==> config.mk <==
export PLATFORM = sky130hd
export DESIGN_NAME = freq_meter_flat
export DESIGN_NICKNAME = d
export VERILOG_FILES = /design/src/rtl/freq_meter_if.sv /design/src/rtl/freq_meter.sv /design/src/flat_wrapper.sv
export SDC_FILE = /design/constraint.sdc
export NUM_CORES = 1
export LEC_CHECK = 0
export BUFFER_PORTS_ARGS = -buffer_cell sky130_fd_sc_hd__buf_2
export CORE_MARGIN = 2
export CORE_UTILIZATION = 40
export DETAILED_ROUTE_END_ITERATION = 10
export SYNTH_ARGS = -nofsm -noshare
export SYNTH_HDL_FRONTEND = slang
export SYNTH_SLANG_ARGS = --single-unit
==> constraint.sdc <==
create_clock -name clk -period 3.8 [get_ports clk]
set_clock_uncertainty 0.05 [all_clocks]
set_input_delay 0.57 -clock clk [delete_from_list [all_inputs] [get_ports clk]]
set_output_delay 0.57 -clock clk [all_outputs]
set_load 0.01 [all_outputs]
==> src/rtl/freq_meter_if.sv <==
// Signal bundle for freq_meter: measurement enable, measured input and result outputs.
interface freq_meter_if #(
  parameter int CNT_W = 26
);
  logic             en;
  logic             sig_in;
  logic [CNT_W-1:0] freq_hz;
  logic             freq_valid;
  logic             ovf;
  logic             busy;

  modport master (
    output en,
    output sig_in,
    input  freq_hz,
    input  freq_valid,
    input  ovf,
    input  busy
  );

  modport slave (
    input  en,
    input  sig_in,
    output freq_hz,
    output freq_valid,
    output ovf,
    output busy
  );
endinterface

==> src/rtl/freq_meter.sv <==
// Gated edge counter: counts synchronized rising edges of sig_in over GATE_CYC clk cycles.
// Optional glitch filter on the synchronized input: define FREQ_METER_GLITCH_FILTER_EN.
module freq_meter #(
  parameter int GATE_CYC = 50_000_000,
  parameter int CNT_W    = 26
) (
  input  logic         clk,
  input  logic         rst_n,
  freq_meter_if.slave  bus
);
  localparam int             GW        = (GATE_CYC > 2) ? $clog2(GATE_CYC) : 1;
  localparam logic [GW-1:0]  GATE_LAST = GW'(GATE_CYC - 1);
  localparam logic [CNT_W-1:0] CNT_MAX = {CNT_W{1'b1}};

  typedef enum logic [0:0] {
    S_IDLE = 1'b0,
    S_GATE = 1'b1
  } state_t;

  state_t           state_q, state_d;
  logic [GW-1:0]    gate_q, gate_d;
  logic [CNT_W-1:0] cnt_q, cnt_d, cnt_inc;
  logic             sat_q, sat_d, sat_now;
  logic [CNT_W-1:0] freq_q, freq_d;
  logic             ovf_q, ovf_d;
  logic             valid_q, valid_d;
  logic             busy_q, busy_d;
  logic             sync1_q, sync2_q;
  logic             prev_q, edge_q;
  logic             lvl;

`ifdef FREQ_METER_GLITCH_FILTER_EN
  logic [1:0] hist_q;
  logic       filt_q;

  // Filter history: the level is accepted once three consecutive synchronized samples agree.
  always_ff @(posedge clk or negedge rst_n) begin
    if (!rst_n) begin
      hist_q <= 2'b00;
      filt_q <= 1'b0;
    end else begin
      hist_q <= {hist_q[0], sync2_q};
      filt_q <= lvl;
    end
  end

  // Filtered level: follow the synchronizer only when it has been stable for three samples.
  always_comb begin
    lvl = filt_q;
    if ((sync2_q == hist_q[0]) && (sync2_q == hist_q[1])) begin
      lvl = sync2_q;
    end else begin
      lvl = filt_q;
    end
  end
`else
  // Unfiltered level straight from the synchronizer.
  always_comb begin
    lvl = sync2_q;
  end
`endif

  // Synchronizer and rising-edge register.
  always_ff @(posedge clk or negedge rst_n) begin
    if (!rst_n) begin
      sync1_q <= 1'b0;
      sync2_q <= 1'b0;
      prev_q  <= 1'b0;
      edge_q  <= 1'b0;
    end else begin
      sync1_q <= bus.sig_in;
      sync2_q <= sync1_q;
      prev_q  <= lvl;
      edge_q  <= lvl & ~prev_q;
    end
  end

  // Saturating edge accumulation for the current cycle.
  always_comb begin
    cnt_inc = cnt_q;
    sat_now = sat_q;
    if (edge_q) begin
      if (cnt_q == CNT_MAX) begin
        sat_now = 1'b1;
      end else begin
        cnt_inc = cnt_q + {{(CNT_W-1){1'b0}}, 1'b1};
      end
    end else begin
      cnt_inc = cnt_q;
    end
  end

  // Gate FSM next state, counters and result capture.
  always_comb begin
    state_d = state_q;
    gate_d  = gate_q;
    cnt_d   = cnt_q;
    sat_d   = sat_q;
    freq_d  = freq_q;
    ovf_d   = ovf_q;
    valid_d = 1'b0;
    case (state_q)
      S_IDLE: begin
        gate_d = {GW{1'b0}};
        cnt_d  = {CNT_W{1'b0}};
        sat_d  = 1'b0;
        if (bus.en) begin
          state_d = S_GATE;
        end else begin
          state_d = S_IDLE;
        end
      end
      S_GATE: begin
        // Window end wins over a simultaneous drop of en so the finished window still reports.
        if (gate_q == GATE_LAST) begin
          freq_d  = cnt_inc;
          ovf_d   = sat_now;
          valid_d = 1'b1;
          gate_d  = {GW{1'b0}};
          cnt_d   = {CNT_W{1'b0}};
          sat_d   = 1'b0;
          if (bus.en) begin
            state_d = S_GATE;
          end else begin
            state_d = S_IDLE;
          end
        end else if (!bus.en) begin
          state_d = S_IDLE;
          gate_d  = {GW{1'b0}};
          cnt_d   = {CNT_W{1'b0}};
          sat_d   = 1'b0;
        end else begin
          gate_d = gate_q + {{(GW-1){1'b0}}, 1'b1};
          cnt_d  = cnt_inc;
          sat_d  = sat_now;
        end
      end
      default: begin
        state_d = S_IDLE;
        gate_d  = {GW{1'b0}};
        cnt_d   = {CNT_W{1'b0}};
        sat_d   = 1'b0;
      end
    endcase
    busy_d = (state_d == S_GATE);
  end

  // State, counters and registered outputs.
  always_ff @(posedge clk or negedge rst_n) begin
    if (!rst_n) begin
      state_q <= S_IDLE;
      gate_q  <= {GW{1'b0}};
      cnt_q   <= {CNT_W{1'b0}};
      sat_q   <= 1'b0;
      freq_q  <= {CNT_W{1'b0}};
      ovf_q   <= 1'b0;
      valid_q <= 1'b0;
      busy_q  <= 1'b0;
    end else begin
      state_q <= state_d;
      gate_q  <= gate_d;
      cnt_q   <= cnt_d;
      sat_q   <= sat_d;
      freq_q  <= freq_d;
      ovf_q   <= ovf_d;
      valid_q <= valid_d;
      busy_q  <= busy_d;
    end
  end

  assign bus.freq_hz    = freq_q;
  assign bus.ovf        = ovf_q;
  assign bus.freq_valid = valid_q;
  assign bus.busy       = busy_q;
endmodule
==> src/flat_wrapper.sv <==
// flat-port wrapper written by rule: the top's interface ports become plain ports
module freq_meter_flat 
#(
  parameter int GATE_CYC = 50_000_000,
  parameter int CNT_W    = 26
)
  (clk, rst_n, bus_en, bus_sig_in, bus_freq_hz, bus_freq_valid, bus_ovf, bus_busy);
  freq_meter_if #(.CNT_W(CNT_W)) bus_i ();
  input  logic clk;
  input  logic rst_n;
  input wire logic [$bits(bus_i.en)-1:0] bus_en;
  input wire logic [$bits(bus_i.sig_in)-1:0] bus_sig_in;
  output wire logic [$bits(bus_i.freq_hz)-1:0] bus_freq_hz;
  output wire logic [$bits(bus_i.freq_valid)-1:0] bus_freq_valid;
  output wire logic [$bits(bus_i.ovf)-1:0] bus_ovf;
  output wire logic [$bits(bus_i.busy)-1:0] bus_busy;
  assign bus_i.en = bus_en;
  assign bus_i.sig_in = bus_sig_in;
  assign bus_freq_hz = bus_i.freq_hz;
  assign bus_freq_valid = bus_i.freq_valid;
  assign bus_ovf = bus_i.ovf;
  assign bus_busy = bus_i.busy;
  freq_meter #(.GATE_CYC(GATE_CYC), .CNT_W(CNT_W)) u_core (.clk(clk), .rst_n(rst_n), .bus(bus_i));
endmodule
==> flow_summary.yaml, run 1 <==
outcome:
  status: "completed"
finish:
  nNetsFinal: 440
  final_layout_size_suffix_gt1_share_pct: 11.9
  fin_cells: 570
  antennaDiodeCount: 0
  area_growth_pct: 12.0
floorplanning:
  dieArea_um2: 10800
  row_count: 36
  coreArea_um2: 9730
  die_w_um: 104
  initial_utilization_pct: 41.1
  io-pin-count: 33
  die_h_um: 104
cts:
  root_buffer: "clkbuf_8"
  cts_setup_buffers: 0
  numCtsBuffers: 9
  cts.sink_count: 86
  ctsHoldBuffers: 0
  cts_tree: "done"
  insertion_delay_ps: 340
  post_cts_resized: 0
  htreeDepth: 3
  cts_buffer_depth: 2
  path_clk_slew_ps: 80
global_routing:
  antenna_found_initial: 0
  grt_pass1_vias: 2849
  grt_pass1_wl_um: 14000
  grtUsageTotal_pct: 15.8
  grt_max_degree: 87
  overflow: 0
synth:
  yosysMostFrequentCell: "dfrtp_1"
  seq_area_frac_synth_pct: 53.8
  synth_nets: 415
  ys_warn_count: 0
  synth-edff-count: 0
  ys_types: 35
  synthesis.area_um2: 4000
  synth_cells: 409
  synth.area.top_cells: "dfrtp_1 54%, xnor2_1 5.5%, nor2_1 5.1%, xor2_1 3.9%, nand2_1 3.8%"
  synth_top_area_cell: "dfrtp_1"
  synthFlopType: "dfrtp_1"
  ys_seq_elements: 86
  syn_area_per_cell_um2: 9.79
  ys_async_sr_fraction_pct: 100
  netlist_top_cells_count: "86 x dfrtp_1, 54 x nor2_1, 41 x nand2_1, 25 x xnor2_1"
  synth_top_area_share_pct: 53.8
drt:
  drtIter0Drc: 156
  via_per_inst: 5.27
  drcViolationCount: 0
  vias: 3006
  antenna_left: 0
  drt-total-wl_um: 8090
  wl_per_cell_um: 14.2
  drtPass1Iterations: 4
sta:
  finalSetupTns_ps: 0
  hold_viol: 0
  slew_viol_final: 0
  max_freq_ghz: 0.396
  period_share_pct: 66.5
  setup_violations: 0
  relSlewSlack_pct: 29.2
  whs_ps: 282
  rsz0062_at_grt: "no"
  period_minus_slack_ps: 2530
  max_slew.worst_pin.slew_ps: 1060
worst_setup_path:
  critPathMaxFanout: 12
  crit_path_end_kind: "flop"
  start_kind: "flop"
  required_ps: 4040
  critPathArrivalTime_ps: 2760
  crit_type: "reg2reg"
  r2r_setup_slack_ps: 1270
power_and_ir_drop:
  p_leak_nw: 1.92
  ir_drop_uv: 202
  power.density_nw_per_um2: 367
  total_power_mw: 1.64
run:
  drv_cap: 0
placement:
  io_buffers: 32
  dp.cells: 556
  place_congestion: 0.829
  dp_hpwl_um: 5340
hold_path:
  holdCritPathClass: "in2reg"
[logic make-up after synthesis]
| logic type | synth area share [%] |
|---|---|
| xor+xnor | 9.41 |
| compound gates | 8.10 |
| fa+ha+maj | 0.625 |
| simple gates | 24.5 |
| mux | 0.500 |
| flops | 53.8 |
| buf+inv | 3.13 |
[cells in the final DEF, fill, tap and decap left out, types with 6 or more instances in the layout]
master / netlist / routed
o21ai_0: 24 / 24
clkbuf_8: 0 / 10
nand4_1: 20 / 20
a2111oi_0: 6 / 6
buf_2: 7 / 31
a21oi_1: 15 / 15
and2_1: 9 / 9
and4_1: 12 / 12
nor2_1: 54 / 54
xnor2_1: 25 / 25
xor2_1: 18 / 18
dfrtp_1: 86 / 86
nand2_1: 41 / 41
and3_1: 9 / 9
inv_1: 6 / 6
nand3_1: 24 / 24
[path summary, 6_finish.rpt]
check                                              end             from  cells past startpoint
worst max register to register  u_core.bus.freq_hz[13]  u_core.cnt_q[0]                      7
max in group asynchronous            u_core.gate_q[11]            rst_n                      1
worst min register to register              u_core.lvl   u_core.sync1_q                      0
worst max-delay path            u_core.bus.freq_hz[13]  u_core.cnt_q[0]                      7
min in group asynchronous        u_core.bus.freq_valid            rst_n                      1
worst min-delay path                    u_core.sync1_q       bus_sig_in                      1
[final cells by class]
cell class / count / area (µm²)
multi-input cells: 296 / 1750
well taps: 133 / 166
inverters: 6 / 22.5
fillers: 964 / 5250
clock inverters: 4 / 72.6
flip-flops and latches: 86 / 2150
repair buffers: 35 / 185
clock buffers: 10 / 138
[where the power goes]
group          switching (mW)  leakage (nW)  internal, mW
sequential            0.00383          1.19         0.918
combinational          0.0301         0.626       0.00567
clock                   0.306         0.104         0.380
total                   0.340          1.92          1.30
[critical path, stage by stage, from the launching register on]
cell and delay (ps):
dfrtp_1 420, ha_1 230, nand4_1 170, nor4_2 670
buf_4 300, a21oi_1 140, a311o_1 410, nand3_1 80
[stage by stage]
stage	util [%]	worst slack [ps]	area (µm²)
after floorplan	-	1750	4000
after global placement	43.9	1350	4270
after detailed placement	43.9	1320	4270
after CTS	46.1	1290	4480
after global routing	46.1	1040	4480
final	46.1	1270	4480
[metal layers]
layer	track usage (%)	part of all wire, %	vias to the layer above
li1	-	-	1479
met1	20.6	47	1467
met2	26.2	49	51
met3	4.01	3.3	9
met4	4.83	1.0	0
met5	0	0	-
[flip-flops by register name, summed over array words and instances (netlist names)]
signal and count:
u_core.bus.freq_hz 26, u_core.bus.freq_valid 1, u_core.bus.ovf 1, u_core.cnt_q 26, u_core.edge_q 1, u_core.gate_q 26
u_core.lvl 1, u_core.prev_q 1, u_core.sat_q 1, u_core.state_q 1, u_core.sync1_q 1
Note: power is estimated with default switching activity, not from simulation.
==> inputs of run 2 (changes only) <==
clock period = 2.62 ns   (was 3.8 ns; I/O delays follow)
==> run 2 against run 1 <==
Sequential cell count unchanged. Via count grew 0.67%. First-iteration DRC count fell by 17%. Routed wire length increased by 3.5%. Largest cell class unchanged. Critical path depth decreased by 2. Highest routed layer unchanged. Register-to-register slack got worse by 960 ps.
==> flow_summary.yaml, run 2 (synthesis results as in run 1) <==
worst_setup_path:
  crit_path_end_kind: "flop"
  crit_type: "reg2reg"
  r2r_setup_slack_ps: 310
  start_kind: "flop"
  critPathArrivalTime_ps: 2490
  required_ps: 2810
  timing.rr.start: "u_core.cnt_q[12]"
  reg2reg_to: "u_core.bus.freq_hz[23]"
  rr_worst_depth: 5
  critPathMaxFanout: 21
finish:
  nNetsFinal: 448
  antennaDiodeCount: 0
  utilization_pct: 47.2
  fin_cells: 579
  mostFrequentLayoutCells: "86 x dfrtp_1, 54 x nor2_1, 41 x nand2_1"
  layout_commonest_cell: "dfrtp_1"
  final_layout_size_suffix_gt1_share_pct: 13.5
  fin_area_um2: 4590
  area_growth_pct: 14.8
floorplanning:
  die_h_um: 104
  coreArea_um2: 9730
  io-pin-count: 33
  initial_utilization_pct: 41.1
  row_count: 36
  dieArea_um2: 10800
  die_w_um: 104
drt:
  drcViolationCount: 0
  drt-total-wl_um: 8370
  wl_per_cell_um: 14.5
  drtPass1Iterations: 4
  via_per_inst: 5.23
  vias: 3026
  drtIter0Drc: 130
  antenna_left: 0
sta:
  finalSetupTns_ps: 0
  rsz0062_at_grt: "no"
  hold_viol: 0
  whs_ps: 6.47
  period_minus_slack_ps: 2310
  max_freq_ghz: 0.433
  setup_violations: 0
  max_slew.worst_pin.slew_ps: 654
  slew_viol_final: 0
  relSlewSlack_pct: 56.4
  period_share_pct: 88.1
power_and_ir_drop:
  p_leak_nw: 1.99
  power.density_nw_per_um2: 545
  ir_drop_uv: 328
placement:
  placed_area_um2: 4360
  place_congestion: 0.888
  dp_hpwl_um: 5620
  io_buffers: 32
  dp.cells: 564
cts:
  path_clk_slew_ps: 80
  cts_setup_buffers: 0
  numCtsBuffers: 9
  cts_buffer_depth: 2
  root_buffer: "clkbuf_8"
  ctsHoldBuffers: 0
  post_cts_resized: 0
  insertion_delay_ps: 360
  cts_tree: "done"
  cts.sink_count: 86
  htreeDepth: 3
global_routing:
  overflow: 0
  grt_pass1_wl_um: 14600
  grt_max_degree: 52
  antenna_found_initial: 0
  grtUsageTotal_pct: 16.6
  grt_pass1_vias: 2967
outcome:
  status: "completed"
run:
  drv_cap: 0
hold_path:
  holdCritPathClass: "in2async"
==> run 2: cell count changes in the layout (fill, tap and decap cells not counted) <==
cell        previous run  this run
buf_4                  4        10
buf_12                 0         2
bufinv_16              2         3
clkbuf_1               0         1
clkinvlp_4             1         0
==> run 2: worst max path at each step <==
stage / from / to / slack, ps / cells after the start
after detailed placement: u_core.gate_q[0] / u_core.bus.freq_hz[5] / 340 / 7
after global routing: u_core.gate_q[0] / u_core.bus.freq_hz[7] / 180 / 7
final: u_core.cnt_q[12] / u_core.bus.freq_hz[23] / 310 / 5
after CTS: u_core.gate_q[0] / u_core.bus.freq_hz[6] / 320 / 7
after global placement: u_core.gate_q[0] / u_core.bus.freq_hz[13] / 390 / 6
after floorplan: u_core.cnt_q[0] / u_core.bus.freq_hz[12] / 570 / 8
==> run 2: stage by stage <==
stage,worst slack [ps],total power [mW]
after floorplan,568,1.38
after global placement,387,1.43
after detailed placement,339,1.43
after CTS,324,2.54
after global routing,177,2.60
final,313,2.50
==> run 2: layout make-up <==
class	instances	area (µm²)
clock buffer	11	141
inverter	6	22.5
multi-input combinational	296	1750
fill	953	5140
clock inverter	4	95.1
timing repair buffer	43	270
sequential	86	2150
tap	133	166
==> run 2: worst max-delay path, stage by stage (launching register included) <==
cell	delay [ps]
dfrtp_1	450
and4_1	280
and4_1	440
a2111oi_0	600
xnor2_1	230
o21ai_0	130
==> run 2: report_power, final <==
part / leakage (nW) / internal [mW] / switching [mW]
Combinational: 0.677 / 0.0144 / 0.0449
Clock: 0.119 / 0.653 / 0.452
Sequential: 1.19 / 1.33 / 0.00557
Total: 1.99 / 2.00 / 0.503
==> run 2: layer usage <==
metal	wire length, µm	track usage [%]	vias up
met4	124	6.66	0
met2	4060	27.8	64
met3	360	3.38	10
met1	3830	21.2	1465
li1	-	-	1487
met5	0	0	-
==> inputs of run 3 (changes only) <==
REMOVE_ABC_BUFFERS = 1   (was default)
==> run 3 against run 2 <==
Sequential cell count unchanged. Sequential share of layout area down 0.24 points. Largest power group unchanged. Worst setup slack improved by 34 ps.
==> flow_summary.yaml, run 3 (synthesis results as in run 1) <==
placement:
  place_congestion: 0.830
  io_buffers: 32
  dp_hpwl_um: 5860
  placed_area_um2: 4360
  place_ws_ps: 352
  dp.cells: 566
cts:
  post_cts_resized: 0
  cts_tree: "done"
  insertion_delay_ps: 360
  htreeDepth: 3
  cts_setup_buffers: 0
  ctsHoldBuffers: 1
  root_buffer: "clkbuf_8"
  cts.sink_count: 86
  cts_buffer_depth: 2
  path_clk_slew_ps: 90
  numCtsBuffers: 9
sta:
  slew_viol_final: 0
  period_share_pct: 86.8
  fin_ws_ps: 347
  hold_viol: 0
  whs_ps: 91.1
  finalSetupTns_ps: 0
  relSlewSlack_pct: 62.3
  rsz0062_at_grt: "no"
  setup_violations: 0
  period_minus_slack_ps: 2270
  max_slew.worst_pin.slew_ps: 551
  max_freq_ghz: 0.440
floorplanning:
  initial_utilization_pct: 41.1
  die_w_um: 104
  io-pin-count: 33
  row_count: 36
  die_h_um: 104
  coreArea_um2: 9730
  dieArea_um2: 10800
finish:
  mostFrequentLayoutCells: "86 x dfrtp_1, 54 x nor2_1, 41 x nand2_1"
  utilization_pct: 47.5
  antennaDiodeCount: 0
  nNetsFinal: 451
  area_growth_pct: 15.3
  layout_commonest_cell: "dfrtp_1"
  fin_area_um2: 4620
  final_layout_size_suffix_gt1_share_pct: 14.0
  fin_cells: 583
power_and_ir_drop:
  total_power_mw: 2.55
  ir_drop_uv: 297
  p_leak_nw: 1.99
  power.density_nw_per_um2: 552
worst_setup_path:
  crit_path_end: "u_core.bus.freq_hz[13]"
  critPathArrivalTime_ps: 2530
  crit_path_end_kind: "flop"
  required_ps: 2870
  reg2reg_to: "u_core.bus.freq_hz[13]"
  r2r_setup_slack_ps: 350
  critPathMaxFanout: 6
  rr_worst_depth: 6
  timing.rr.start: "u_core.gate_q[0]"
  crit_type: "reg2reg"
  startpoint: "u_core.gate_q[0]"
  start_kind: "flop"
drt:
  antenna_left: 0
  drcViolationCount: 0
  via_per_inst: 5.27
  drt-total-wl_um: 8650
  drtIter0Drc: 85
  wl_per_cell_um: 14.8
  vias: 3070
  drtPass1Iterations: 7
global_routing:
  overflow: 0
  grt_pass1_vias: 3082
  grt_pass1_wl_um: 15000
  antenna_found_initial: 0
  grtUsageTotal_pct: 17.2
  grt_max_degree: 43
hold_path:
  hold_depth: 1
  holdCritPathClass: "in2reg"
run:
  drv_cap: 0
outcome:
  status: "completed"
==> run 3: cell types whose count changed in the layout (fill, tap and decap cells not counted), sizes merged <==
cell	delta
clkinvlp	+1
dlygate4sd3	+1
buf	+2
==> run 3: power breakdown <==
group          leakage [nW]  total, mW  switching, mW  internal [mW]
sequential             1.19       1.34        0.00559           1.33
combinational         0.685     0.0598         0.0455         0.0143
clock                 0.120       1.15          0.491          0.662
total                  1.99       2.55          0.542           2.01
==> run 3: cell type report <==
class / count / area [µm²]
clock inverters: 5 / 106
well taps: 133 / 166
multi-input cells: 296 / 1750
repair buffers: 46 / 283
clock buffers: 11 / 141
flip-flops and latches: 86 / 2150
fillers: 970 / 5110
inverters: 6 / 22.5
==> run 3: critical path, stage by stage, from the launching register on <==
cell     delay [ps]
dfrtp_1         400
ha_1            260
and2_1          190
nand2_1         160
or4_1           630
or4_1           430
nand3_1          90
==> run 3: metal layers <==
layer / vias up / global-route usage (%) / wire length, µm / part of all wire (%)
met5: - / 0 / 0 / 0
met4: 0 / 6.27 / 131 / 1.5
met3: 14 / 3.51 / 259 / 3.0
met2: 51 / 27.9 / 4130 / 48
met1: 1508 / 23.0 / 4120 / 48
li1: 1497 / - / - / -
==> run 3: how the worst min path moves through the flow <==
stage / start / end / slack, ps
detailed placement: u_core.sync1_q / u_core.lvl / 290
global route: bus_sig_in / u_core.sync1_q / 70
finish: bus_sig_in / u_core.sync1_q / 90
floorplan: rst_n / u_core.bus.freq_hz[0] / 50
CTS: bus_en / u_core.state_q / 80
global placement: u_core.sync1_q / u_core.lvl / 280
